`config.mk`:
```
export PLATFORM = sky130hd
export DESIGN_NAME = apb3_accel_bridge_flat
export DESIGN_NICKNAME = d
export VERILOG_FILES = /design/src/rtl/apb3_accel_bridge_if.sv /design/src/rtl/apb3_accel_bridge.sv /design/src/flat_wrapper.sv
export SDC_FILE = /design/constraint.sdc
export NUM_CORES = 2
export LEC_CHECK = 0
export BUFFER_PORTS_ARGS = -buffer_cell sky130_fd_sc_hd__buf_4
export CORE_AREA = 8 8 524 526
export DETAILED_ROUTE_END_ITERATION = 8
export DIE_AREA = 0 0 532 534
export PLACE_DENSITY = 0.34
export SLEW_MARGIN = 20
export SYNTH_ARGS = -nofsm -noshare
export SYNTH_HDL_FRONTEND = slang
export SYNTH_SLANG_ARGS = --single-unit
```
`constraint.sdc`:
```
create_clock -name io_mainClk -period 3.95 [get_ports io_mainClk]
set_input_delay 0.1975 -clock io_mainClk [delete_from_list [all_inputs] [get_ports io_mainClk]]
set_output_delay 0.1975 -clock io_mainClk [all_outputs]
set_load 0.05 [all_outputs]
```
`src/rtl/apb3_accel_bridge_if.sv`:
```
// APB3 bus bundle between the SoC decoder (master) and the accelerator bridge (slave).
interface apb3_accel_bridge_if #(
    parameter int unsigned ADDR_W = 8
) ();
    logic [ADDR_W-1:0] PADDR;
    logic              PSEL;
    logic              PENABLE;
    logic              PWRITE;
    logic [31:0]       PWDATA;
    logic              PREADY;
    logic [31:0]       PRDATA;
    logic              PSLVERROR;

    modport master (
        output PADDR, PSEL, PENABLE, PWRITE, PWDATA,
        input  PREADY, PRDATA, PSLVERROR
    );

    modport slave (
        input  PADDR, PSEL, PENABLE, PWRITE, PWDATA,
        output PREADY, PRDATA, PSLVERROR
    );
endinterface

```
`src/rtl/apb3_accel_bridge.sv`:
```
// APB3 slave feeding an XMSS hash/chain accelerator: byte-swapped input bank, launch FSM,
// stable result buffer, sticky status and irq. Define APB3_ACCEL_TIMEOUT_EN for the watchdog.
module apb3_accel_bridge #(
    parameter int unsigned IN_WORDS       = 32,
    parameter int unsigned OUT_WORDS      = 8,
    parameter int unsigned ADDR_W         = 8,
    parameter int unsigned CMD_W          = 3,
    parameter int unsigned STEP_W         = 4,
    parameter int unsigned TIMEOUT_CYCLES = 65535
) (
    input  logic                      io_mainClk,
    input  logic                      io_systemReset_n,
    apb3_accel_bridge_if.slave        io_apb,
    output logic [CMD_W-1:0]          acc_cmd,
    output logic [IN_WORDS*32-1:0]    acc_data,
    output logic [STEP_W-1:0]         acc_start_step,
    output logic [STEP_W-1:0]         acc_end_step,
    output logic                      acc_start,
    input  logic                      acc_done,
    input  logic [OUT_WORDS*32-1:0]   acc_result,
    output logic                      irq
);

    typedef enum logic [1:0] {StIdle, StLaunch, StBusy, StDone} state_e;

    function automatic logic [31:0] bswap(input logic [31:0] w);
        return {w[7:0], w[15:8], w[23:16], w[31:24]};
    endfunction

    state_e             state_q, state_d;
    logic [CMD_W-1:0]   cmd_q, cmd_d;
    logic               auto_q, auto_d;
    logic               irq_en_q, irq_en_d;
    logic [STEP_W-1:0]  sstep_q, sstep_d;
    logic [STEP_W-1:0]  estep_q, estep_d;
    logic               done_q, done_d;
    logic               err_q, err_d;
    logic [31:0]        bank_q [IN_WORDS];
    logic [31:0]        bank_d [IN_WORDS];
    logic [31:0]        obuf_q [OUT_WORDS];
    logic [31:0]        obuf_d [OUT_WORDS];

`ifdef APB3_ACCEL_TIMEOUT_EN
    logic               tmo_q, tmo_d;
    logic [31:0]        cnt_q, cnt_d;
    logic               tmo_hit;
`endif

    // Address decode
    logic        access;
    logic [31:0] paddr32;
    logic [31:0] word_idx;
    logic        aligned, is_status, is_ctrl, is_step, is_word, mapped;

    assign access    = io_apb.PSEL & io_apb.PENABLE;
    assign paddr32   = 32'(io_apb.PADDR);
    assign word_idx  = (paddr32 - 32'd16) >> 2;
    assign aligned   = (paddr32[1:0] == 2'b00);
    assign is_status = (paddr32 == 32'h0);
    assign is_ctrl   = (paddr32 == 32'h4);
    assign is_step   = (paddr32 == 32'h8);
    assign is_word   = aligned && (paddr32 >= 32'd16) && (paddr32 < 32'(16 + 4 * IN_WORDS));
    assign mapped    = is_status | is_ctrl | is_step | is_word;

    logic busy;
    assign busy = (state_q == StLaunch) || (state_q == StBusy);

    logic             fin_ok;
    assign fin_ok = acc_done & busy;

    logic [CMD_W-1:0] ctrl_cmd, new_cmd;
    logic             ctrl_start, ctrl_clear;
    assign ctrl_cmd   = io_apb.PWDATA[CMD_W+7:8];
    assign new_cmd    = (ctrl_cmd != '0) ? ctrl_cmd : cmd_q;
    assign ctrl_start = io_apb.PWDATA[0];
    assign ctrl_clear = io_apb.PWDATA[31];

    logic launch_req, clear_req, slv_err;

    // Register next-state and APB write side effects
    always_comb begin
        cmd_d      = cmd_q;
        auto_d     = auto_q;
        irq_en_d   = irq_en_q;
        sstep_d    = sstep_q;
        estep_d    = estep_q;
        done_d     = done_q;
        err_d      = err_q;
        bank_d     = bank_q;
        obuf_d     = obuf_q;
        launch_req = 1'b0;
        clear_req  = 1'b0;
        slv_err    = 1'b0;
`ifdef APB3_ACCEL_TIMEOUT_EN
        tmo_d      = tmo_q;
`endif
        if (access) begin
            if (!mapped) begin
                slv_err = 1'b1;
            end else if (io_apb.PWRITE) begin
                if (is_status) begin
                    slv_err = 1'b1;
                end else if (is_ctrl) begin
                    if (busy) begin
                        // Only a pure clear may touch CTRL while the accelerator runs
                        if (ctrl_clear && !ctrl_start) begin
                            done_d = 1'b0;
                            err_d  = 1'b0;
`ifdef APB3_ACCEL_TIMEOUT_EN
                            tmo_d  = 1'b0;
`endif
                        end else begin
                            slv_err = 1'b1;
                            err_d   = 1'b1;
                        end
                    end else begin
                        cmd_d    = new_cmd;
                        auto_d   = io_apb.PWDATA[1];
                        irq_en_d = io_apb.PWDATA[2];
                        if (ctrl_clear) begin
                            done_d = 1'b0;
                            err_d  = 1'b0;
`ifdef APB3_ACCEL_TIMEOUT_EN
                            tmo_d  = 1'b0;
`endif
                            clear_req = !ctrl_start;
                        end
                        if (ctrl_start) begin
                            if (new_cmd != '0) begin
                                launch_req = 1'b1;
                            end else begin
                                slv_err = 1'b1;
                                err_d   = 1'b1;
                            end
                        end
                    end
                end else if (busy) begin
                    slv_err = 1'b1;
                    err_d   = 1'b1;
                end else if (is_step) begin
                    sstep_d = io_apb.PWDATA[STEP_W+7:8];
                    estep_d = io_apb.PWDATA[STEP_W+15:16];
                end else begin
                    for (int i = 0; i < IN_WORDS; i++) begin
                        if (word_idx == 32'(i)) bank_d[i] = bswap(io_apb.PWDATA);
                    end
                    if (word_idx == 32'(IN_WORDS - 1) && auto_q && cmd_q != '0) begin
                        launch_req = 1'b1;
                    end
                end
            end
        end
        if (fin_ok) begin
            for (int i = 0; i < OUT_WORDS; i++) begin
                obuf_d[i] = acc_result[OUT_WORDS*32-1-32*i -: 32];
            end
            done_d = 1'b1;
        end
`ifdef APB3_ACCEL_TIMEOUT_EN
        if (tmo_hit) begin
            done_d = 1'b1;
            err_d  = 1'b1;
            tmo_d  = 1'b1;
        end
`endif
    end

`ifdef APB3_ACCEL_TIMEOUT_EN
    // acc_done in the expiry cycle takes priority as a normal completion
    assign tmo_hit = (state_q == StBusy) && !acc_done &&
                     ((cnt_q + 32'd1) == 32'(TIMEOUT_CYCLES));

    always_comb begin
        cnt_d = cnt_q;
        if (state_q == StLaunch) cnt_d = 32'd0;
        else if (state_q == StBusy) cnt_d = cnt_q + 32'd1;
    end
`endif

    // FSM: state register
    always_ff @(posedge io_mainClk or negedge io_systemReset_n) begin
        if (!io_systemReset_n) state_q <= StIdle;
        else                   state_q <= state_d;
    end

    // FSM: next state
    always_comb begin
        state_d = state_q;
        unique case (state_q)
            StIdle:   if (launch_req) state_d = StLaunch;
            StLaunch: state_d = acc_done ? StDone : StBusy;
            StBusy: begin
                if (acc_done) state_d = StDone;
`ifdef APB3_ACCEL_TIMEOUT_EN
                else if (tmo_hit) state_d = StDone;
`endif
            end
            StDone: begin
                if (launch_req)     state_d = StLaunch;
                else if (clear_req) state_d = StIdle;
            end
            default:  state_d = StIdle;
        endcase
    end

    // FSM: outputs
    always_comb begin
        acc_start = (state_q == StLaunch);
    end

    always_ff @(posedge io_mainClk or negedge io_systemReset_n) begin
        if (!io_systemReset_n) begin
            cmd_q    <= '0;
            auto_q   <= 1'b0;
            irq_en_q <= 1'b0;
            sstep_q  <= '0;
            estep_q  <= '0;
            done_q   <= 1'b0;
            err_q    <= 1'b0;
            bank_q   <= '{default: '0};
            obuf_q   <= '{default: '0};
`ifdef APB3_ACCEL_TIMEOUT_EN
            tmo_q    <= 1'b0;
            cnt_q    <= '0;
`endif
        end else begin
            cmd_q    <= cmd_d;
            auto_q   <= auto_d;
            irq_en_q <= irq_en_d;
            sstep_q  <= sstep_d;
            estep_q  <= estep_d;
            done_q   <= done_d;
            err_q    <= err_d;
            bank_q   <= bank_d;
            obuf_q   <= obuf_d;
`ifdef APB3_ACCEL_TIMEOUT_EN
            tmo_q    <= tmo_d;
            cnt_q    <= cnt_d;
`endif
        end
    end

    // Read path
    logic [31:0] status, rdata;
    always_comb begin
        status              = 32'd0;
        status[0]           = busy;
        status[1]           = done_q;
        status[2]           = err_q;
`ifdef APB3_ACCEL_TIMEOUT_EN
        status[3]           = tmo_q;
`endif
        status[CMD_W+7:8]   = cmd_q;
        rdata               = 32'd0;
        if (is_status) begin
            rdata = status;
        end else if (is_word) begin
            for (int i = 0; i < OUT_WORDS; i++) begin
                if (word_idx == 32'(i)) rdata = bswap(obuf_q[i]);
            end
        end
    end

    assign io_apb.PREADY    = 1'b1;
    assign io_apb.PSLVERROR = slv_err;
    assign io_apb.PRDATA    = (slv_err || io_apb.PWRITE) ? 32'd0 : rdata;

    always_comb begin
        acc_data = '0;
        for (int i = 0; i < IN_WORDS; i++) begin
            acc_data[IN_WORDS*32-1-32*i -: 32] = bank_q[i];
        end
    end

    assign acc_cmd        = cmd_q;
    assign acc_start_step = sstep_q;
    assign acc_end_step   = estep_q;
    assign irq            = done_q & irq_en_q;

endmodule

```
`src/flat_wrapper.sv`:
```
// flat-port wrapper written by rule: the top's interface ports become plain ports
module apb3_accel_bridge_flat 
#(
    parameter int unsigned IN_WORDS       = 32,
    parameter int unsigned OUT_WORDS      = 8,
    parameter int unsigned ADDR_W         = 8,
    parameter int unsigned CMD_W          = 3,
    parameter int unsigned STEP_W         = 4,
    parameter int unsigned TIMEOUT_CYCLES = 65535
)
  (io_mainClk, io_systemReset_n, acc_cmd, acc_data, acc_start_step, acc_end_step, acc_start, acc_done, acc_result, irq, io_apb_PADDR, io_apb_PSEL, io_apb_PENABLE, io_apb_PWRITE, io_apb_PWDATA, io_apb_PREADY, io_apb_PRDATA, io_apb_PSLVERROR);
  apb3_accel_bridge_if #(.ADDR_W(ADDR_W)) io_apb_i ();
  input  logic io_mainClk;
  input  logic io_systemReset_n;
  output logic [CMD_W-1:0] acc_cmd;
  output logic [IN_WORDS*32-1:0] acc_data;
  output logic [STEP_W-1:0] acc_start_step;
  output logic [STEP_W-1:0] acc_end_step;
  output logic acc_start;
  input  logic acc_done;
  input  logic [OUT_WORDS*32-1:0] acc_result;
  output logic irq;
  input wire logic [$bits(io_apb_i.PADDR)-1:0] io_apb_PADDR;
  input wire logic [$bits(io_apb_i.PSEL)-1:0] io_apb_PSEL;
  input wire logic [$bits(io_apb_i.PENABLE)-1:0] io_apb_PENABLE;
  input wire logic [$bits(io_apb_i.PWRITE)-1:0] io_apb_PWRITE;
  input wire logic [$bits(io_apb_i.PWDATA)-1:0] io_apb_PWDATA;
  output wire logic [$bits(io_apb_i.PREADY)-1:0] io_apb_PREADY;
  output wire logic [$bits(io_apb_i.PRDATA)-1:0] io_apb_PRDATA;
  output wire logic [$bits(io_apb_i.PSLVERROR)-1:0] io_apb_PSLVERROR;
  assign io_apb_i.PADDR = io_apb_PADDR;
  assign io_apb_i.PSEL = io_apb_PSEL;
  assign io_apb_i.PENABLE = io_apb_PENABLE;
  assign io_apb_i.PWRITE = io_apb_PWRITE;
  assign io_apb_i.PWDATA = io_apb_PWDATA;
  assign io_apb_PREADY = io_apb_i.PREADY;
  assign io_apb_PRDATA = io_apb_i.PRDATA;
  assign io_apb_PSLVERROR = io_apb_i.PSLVERROR;
  apb3_accel_bridge #(.IN_WORDS(IN_WORDS), .OUT_WORDS(OUT_WORDS), .ADDR_W(ADDR_W), .CMD_W(CMD_W), .STEP_W(STEP_W), .TIMEOUT_CYCLES(TIMEOUT_CYCLES)) u_core (.io_mainClk(io_mainClk), .io_systemReset_n(io_systemReset_n), .io_apb(io_apb_i), .acc_cmd(acc_cmd), .acc_data(acc_data), .acc_start_step(acc_start_step), .acc_end_step(acc_end_step), .acc_start(acc_start), .acc_done(acc_done), .acc_result(acc_result), .irq(irq));
endmodule
```
After elaboration in Yosys (flattened, before gate mapping)
Index checks and enable logic that the tools add are counted.

Output and inout port bits: 1071. Flip-flop bits (word level): 1297. Logic and storage cells: 221. Input port bits: 302.

Bitwise gates (word level): 10. Reduce and logical (&&, ||, !) cells: 58. Multiplexer cells: 61. Add/sub/neg operators: 1. Equality and inequality tests: 41. Order comparisons: 2.

Operators with widths (number): 30-bit by 5-bit equality test with 1-bit output, second input constant (16); 32-bit 2-to-1 mux (11); 8-bit AND reduction (32); 30-bit by 4-bit equality test with 1-bit output, second input constant (8); 30-bit by 3-bit equality test with 1-bit output, second input constant (4); 32-bit logical NOT (2); 30-bit by 2-bit equality test with 1-bit output, second input constant (2); 1-bit 2-to-1 mux (44); 30-bit by 1-bit equality test with 1-bit output, second input constant (1); 7-bit AND reduction (2); 3-bit nonzero test (4); 2-bit nonzero test (5); 8-bit by 5-bit subtractor with 9-bit output, second input constant (1); 8-bit by 3-bit equality test with 1-bit output, second input constant (1); 8-bit by 4-bit equality test with 1-bit output, second input constant (1); 8-bit by 5-bit >= comparator with 1-bit output, second input constant (1); 8-bit less-than comparator, second input constant (1); 2-bit 2-to-1 mux (4); 2-bit one-hot mux with 4 select lines (1); 6-bit AND reduction (1); 1-bit logical AND (5); 5-bit AND reduction (1); 2-bit equality test, second input constant (2); 2-bit logical NOT (2); 12 further kinds (21).

Depth between registers and ports, before layout
Word-level depth: 14. Depth in mapped cells: 11. Depth with buffers taken out: 7.

Worst setup path after synthesis
Ideal clock, no wire load.

Path kind: input to output. Start point: input port io_apb_PADDR[5]. End point: output port io_apb_PRDATA[14]. Slack: 0.932 ns. Cell stages on the path: 8. Path buffers: 4. Data arrival time: 2.820 ns. Path through: clkbuf_1 or4_1 clkbuf_1 nand3_1 or2_2 clkbuf_1 clkbuf_1 a211oi_1.

Cells in the longest elaborated chain, start to end: 13. Elaborated cells between the ends (all ways): 36.

Ends and longest elaborated chain: start, declared (line flat_wrapper.sv:23) `input wire logic [$bits(io_apb_i.PADDR)-1:0] io_apb_PADDR;`; 8-bit by 5-bit subtractor with 9-bit output (line apb3_accel_bridge.sv:57) `assign word_idx = (paddr32 - 32'd16) >> 2;`; 32-bit logical NOT (line apb3_accel_bridge.sv:259) `if (word_idx == 32'(i)) rdata = bswap(obuf_q[i]);`; 32-bit 2-to-1 mux (8 in series) (line apb3_accel_bridge.sv:259); 32-bit 2-to-1 mux (line apb3_accel_bridge.sv:257) `end else if (is_word) begin`; 32-bit 2-to-1 mux (line apb3_accel_bridge.sv:255) `if (is_status) begin`; 32-bit 2-to-1 mux (*) (line apb3_accel_bridge.sv:266) `assign io_apb.PRDATA = (slv_err || io_apb.PWRITE) ? 32'd0 : rdata;`; end, declared (line flat_wrapper.sv:29) `output wire logic [$bits(io_apb_i.PRDATA)-1:0] io_apb_PRDATA;`.

Every way passes the cells marked *; elsewhere a longest branch is shown, timed or not.

Worst setup path after layout
Start point: register u_core.cmd_q[1] (netlist: u_core.acc_cmd[1]). End point: output port io_apb_PSLVERROR.

Cells in the longest elaborated chain, start to end: 10.

Ends and longest elaborated chain: start, declared (line apb3_accel_bridge.sv:31) `logic [CMD_W-1:0] cmd_q, cmd_d;`; start signal, assigned (line apb3_accel_bridge.sv:227) `cmd_q <= cmd_d;`; 3-bit 2-to-1 mux (line apb3_accel_bridge.sv:74) `assign new_cmd = (ctrl_cmd != '0) ? ctrl_cmd : cmd_q;`; 3-bit nonzero test (line apb3_accel_bridge.sv:129) `if (new_cmd != '0) begin`; 1-bit 2-to-1 mux (line apb3_accel_bridge.sv:129); 1-bit 2-to-1 mux (line apb3_accel_bridge.sv:128) `if (ctrl_start) begin`; 1-bit 2-to-1 mux (line apb3_accel_bridge.sv:104) `if (busy) begin`; 1-bit 2-to-1 mux (line apb3_accel_bridge.sv:103) `end else if (is_ctrl) begin`; 1-bit 2-to-1 mux (line apb3_accel_bridge.sv:101) `if (is_status) begin`; 1-bit 2-to-1 mux (line apb3_accel_bridge.sv:100) `end else if (io_apb.PWRITE) begin`; 1-bit 2-to-1 mux (line apb3_accel_bridge.sv:98) `if (!mapped) begin`; 1-bit 2-to-1 mux (line apb3_accel_bridge.sv:97) `if (access) begin`; end, declared (line flat_wrapper.sv:30) `output wire logic [$bits(io_apb_i.PSLVERROR)-1:0] io_apb_PSLVERROR;`.

No other way between the ends.

==> impl_results.md <==
* Critical Path Most Common Cell: buf_4
* Chip height at 534 um
* Syn-to-layout area delta at 44.96%
* Count of final max-slew check failures at 0
* Status: finished clean
* Net count reported at finish at 5,231
* Setup Buffers After CTS at 0
* Share of the yosys chip area belonging to registers at 0.6313
* Number of I/O port buffers at 1,371
* Worst path cell trace: or3_1 > nor4_2 > a21o_1 > a221oi_1 > o21ai_0 > buf_4 > buf_4
* Routed wire per std cell at 31.74 um
* Yosys top cell area share at 0.6313
* Largest stage delay, worst path at 0.55 ns
* Unrepaired setup endpoints after global routing: false
* Insertion delay to the later sink of the worst-skew pair at 0.83 ns
* Total Routing Usage GR at 0.1874
* Type of element capturing the critical path: output port
* Most numerous cell in the Yosys netlist: dfrtp_1
* Count of vias placed by the detailed router at approximately 35,000
* Number of hold violations in the final report at 0
* Clock transition at the registers of the reported paths at ~0.06 ns
* Total of flip-flops plus latches after synthesis at 1,297
* Post-Synthesis Cells at 3,266
* Worst-path fanout max at 4
* Syn Std Cell Area at 51,410 um^2
* H-tree levels at 4
* Mean post-synth cell area at 15.74 um^2
* Shortest period the worst path allows at 3.527 ns
* Number of remaining DRC errors at 0
* CP required at 3.75 ns
* Final Wtd Congestion at a little under 0.8
* Die ar. at 284,100 um^2
* Total of max-cap violations at 0
* Initial cell density of the core at 0.1929
* Clock root buffer: clkbuf_16
* Number of enable flip-flop cells after synthesis at 0
* Sum of internal, switching and leakage power at roughly 38 mW
* Placeable core area at 266,500 um^2
* Distinct cells, synth at approximately 60
* Cell with the largest stage delay on the worst path: or3_1
* Sum of negative setup slack at 0 ns
* Critical path class: register to output port
* Worst VDD drop at 0.0003184 V
* Clock tree from TritonCTS: done
* Dominant synthesized flop cell: dfrtp_1
* Mean number of vias per cell at 4.067
* Final hold slack at 0.04153 ns
* Number of search-and-repair iterations in the first detailed-routing pass at 4
* Hold WC Path Type: input port to register
* # placed instances at 8,030
* Cell leakage power at 37.23 nW
* Number of global-route vias before repair at roughly 38,000
* Share of flip-flops with an asynchronous set or reset after synthesis at 1.000
* Final core utilization at 0.2796
* Library cell with the largest summed area after synthesis: dfrtp_1
* Buffer and inverter count on the worst path at 2
* Max-slew headroom at the worst pin at 0.4255
* Net count after synthesis at 3,573
* Count of synthesis-stage warnings from yosys at 0
* Number of sinks handled by clock tree synthesis at 1,297
* Global-route wire length before repair at 368.8 mm
* Violation count after the first detailed-routing iteration at 1,436
* Number of standard-cell rows in the floorplan at 190
* I/O pin count at 1,373
* Fraction of final layout cells sized beyond drive strength 1 at 0.5841
* Commonest cells post-synth: 1,297 x dfrtp_1, 1,139 x mux2_2, 160 x mux2_1, 153 x clkbuf_1, 53 x nand2_1
* Count of nets left with antenna violations after detail routing at 0
* Maximum number of pins on one net before global-route repair at 120
* Horizontal die dimension at 532 um
* Setup violation total in the final timing report at 0
* Max Clock Freq at 283.5 MHz
* Clock buffer count from CTS at 174
* Main area contributors after synthesis: dfrtp_1 63%, mux2_2 25%, mux2_1 3.5%, mux4_2 1.5%, clkbuf_1 1.1%
* Clock tree skew after final layout at 0.03744 ns
* Kind of cell adding the most delay to the critical path: simple AND/OR/NAND/NOR gates
* Worst Tran Pin Value at 0.8378 ns
* Number of antenna violations at the first check in global routing at 120
* Kind of start point of the critical path: register
* Aggregate global routing overflow at 0
* Dpl hpwl at 202.5 mm
* Detailed Route WL at 274.9 mm
* Share of the clock period used by the worst path after layout at 0.8930
* Power density relative to cell area at 507.6 nW/um^2
* Crit path DAT at 3.33 ns
* Layout Cells excl Fill at 8,661
* Maximum count of clock buffers along a single path at 4
metrics by stage:
stage / setup slack, ns / area (um^2)
2_1_floorplan: 0.9324 / 51410
3_3_place_gp: 0.5390 / 66320
3_5_place_dp: 0.5792 / 66330
4_1_cts: 0.09443 / 74320
5_1_grt: 0.05583 / 74450
6_report: 0.4228 / 74520
cells in the final DEF (no fill, tap or decap), drive strengths merged, types with 3 or more instances in the layout:
cell,instances
nand4,3
inv,10
a21oi,25
nand3b,3
nor3,8
clkinv,21
dlygate4sd3,269
o22ai,7
nand2b,6
clkbuf,265
mux4,35
nand2,53
a221o,4
nor2b,20
dfrtp,1297
ha,5
a211oi,37
buf,1486
or2,4
a22oi,4
diode,67
mux2,1299
or3,3
nor2,64
mux2i,22
clkinvlp,4
nand3,7
or4b,3
o21ai,50
final timing paths:
path | from | endpoint | slack [ns] | cells after the start
worst max-delay path | u_core.acc_cmd[1]$_DFFE_PN0P_ | io_apb_PSLVERROR | 0.42 | 7
max in group asynchronous | io_systemReset_n | u_core.acc_data[163]$_DFFE_PN0P_ | 1.93 | 5
worst min register to register | u_core.acc_data[536]$_DFFE_PN0P_ | u_core.acc_data[536]$_DFFE_PN0P_ | 0.48 | 1
min in group asynchronous | io_systemReset_n | u_core.obuf_q[68]$_DFFE_PN0P_ | 0.43 | 3
worst max register to register | u_core.state_q[0]$_DFFE_PN0P_ | u_core.acc_data[239]$_DFFE_PN0P_ | 0.74 | 8
worst min-delay path | io_apb_PWDATA[19] | u_core.acc_data[331]$_DFFE_PN0P_ | 0.04 | 2
cells by family (layout without fill, tap and decap cells):
kind of cell | count (synthesis) | count (layout) | synth area share
other cells | 1 | 68 | 0.00007294
fa+ha+maj | 5 | 5 | 0.001217
mux | 1356 | 1356 | 0.3041
compound gates | 140 | 140 | 0.01699
buf+inv | 281 | 2057 | 0.02631
simple gates | 186 | 186 | 0.01996
flops | 1297 | 1297 | 0.6313
state kept, by name, indices dropped and copies added, names as in the netlist:
register               flops
u_core.acc_cmd             3
u_core.acc_data         1024
u_core.done_q              1
u_core.err_q               1
u_core.irq_en_q            1
u_core.state_q             2
u_core.acc_end_step        4
u_core.auto_q              1
u_core.acc_start_step      4
u_core.obuf_q            256
where the power goes:
part | internal, mW | switching, mW | total (mW)
Combinational | 3.16 | 3.54 | 6.71
Sequential | 14.9 | 1.10 | 16.0
Clock | 8.88 | 6.25 | 15.1
worst reg2reg max path: cells and delay by family (launching register included):
family        cells  cell delay (ns)
mux               1             0.49
simple gates      4             1.37
fa+ha+maj         1             0.26
flops             1             0.39
buf+inv           2             0.58
cell type report:
type	count	area, um^2
diodes	67	167.7
clock buffers	265	5050
clock inverters	29	252.7
fillers	27525	192000
inverters	8	30.03
multi-input cells	1688	17800
flip-flops and latches	1297	32460
well taps	3552	4444
repair buffers	1755	14330
per-layer routing:
layer | up-vias | wire, um | GRT usage
met4 | 80 | 7225 | 0.04438
met2 | 1219 | 140200 | 0.3368
met1 | 18531 | 105700 | 0.2121
met5 | - | 516 | 0
li1 | 15041 | - | -
met3 | 356 | 21340 | 0.06662
repair_timing:
| action | CTS | global route |
|---|---|---|
| setup endpoints to repair | 1 | 0 |
| gates resized for setup | 1 | 0 |
| hold buffers | 268 | 1 |
| endpoints found under the hold margin | 435 | 17 |
(Power assumes the default switching activity.)
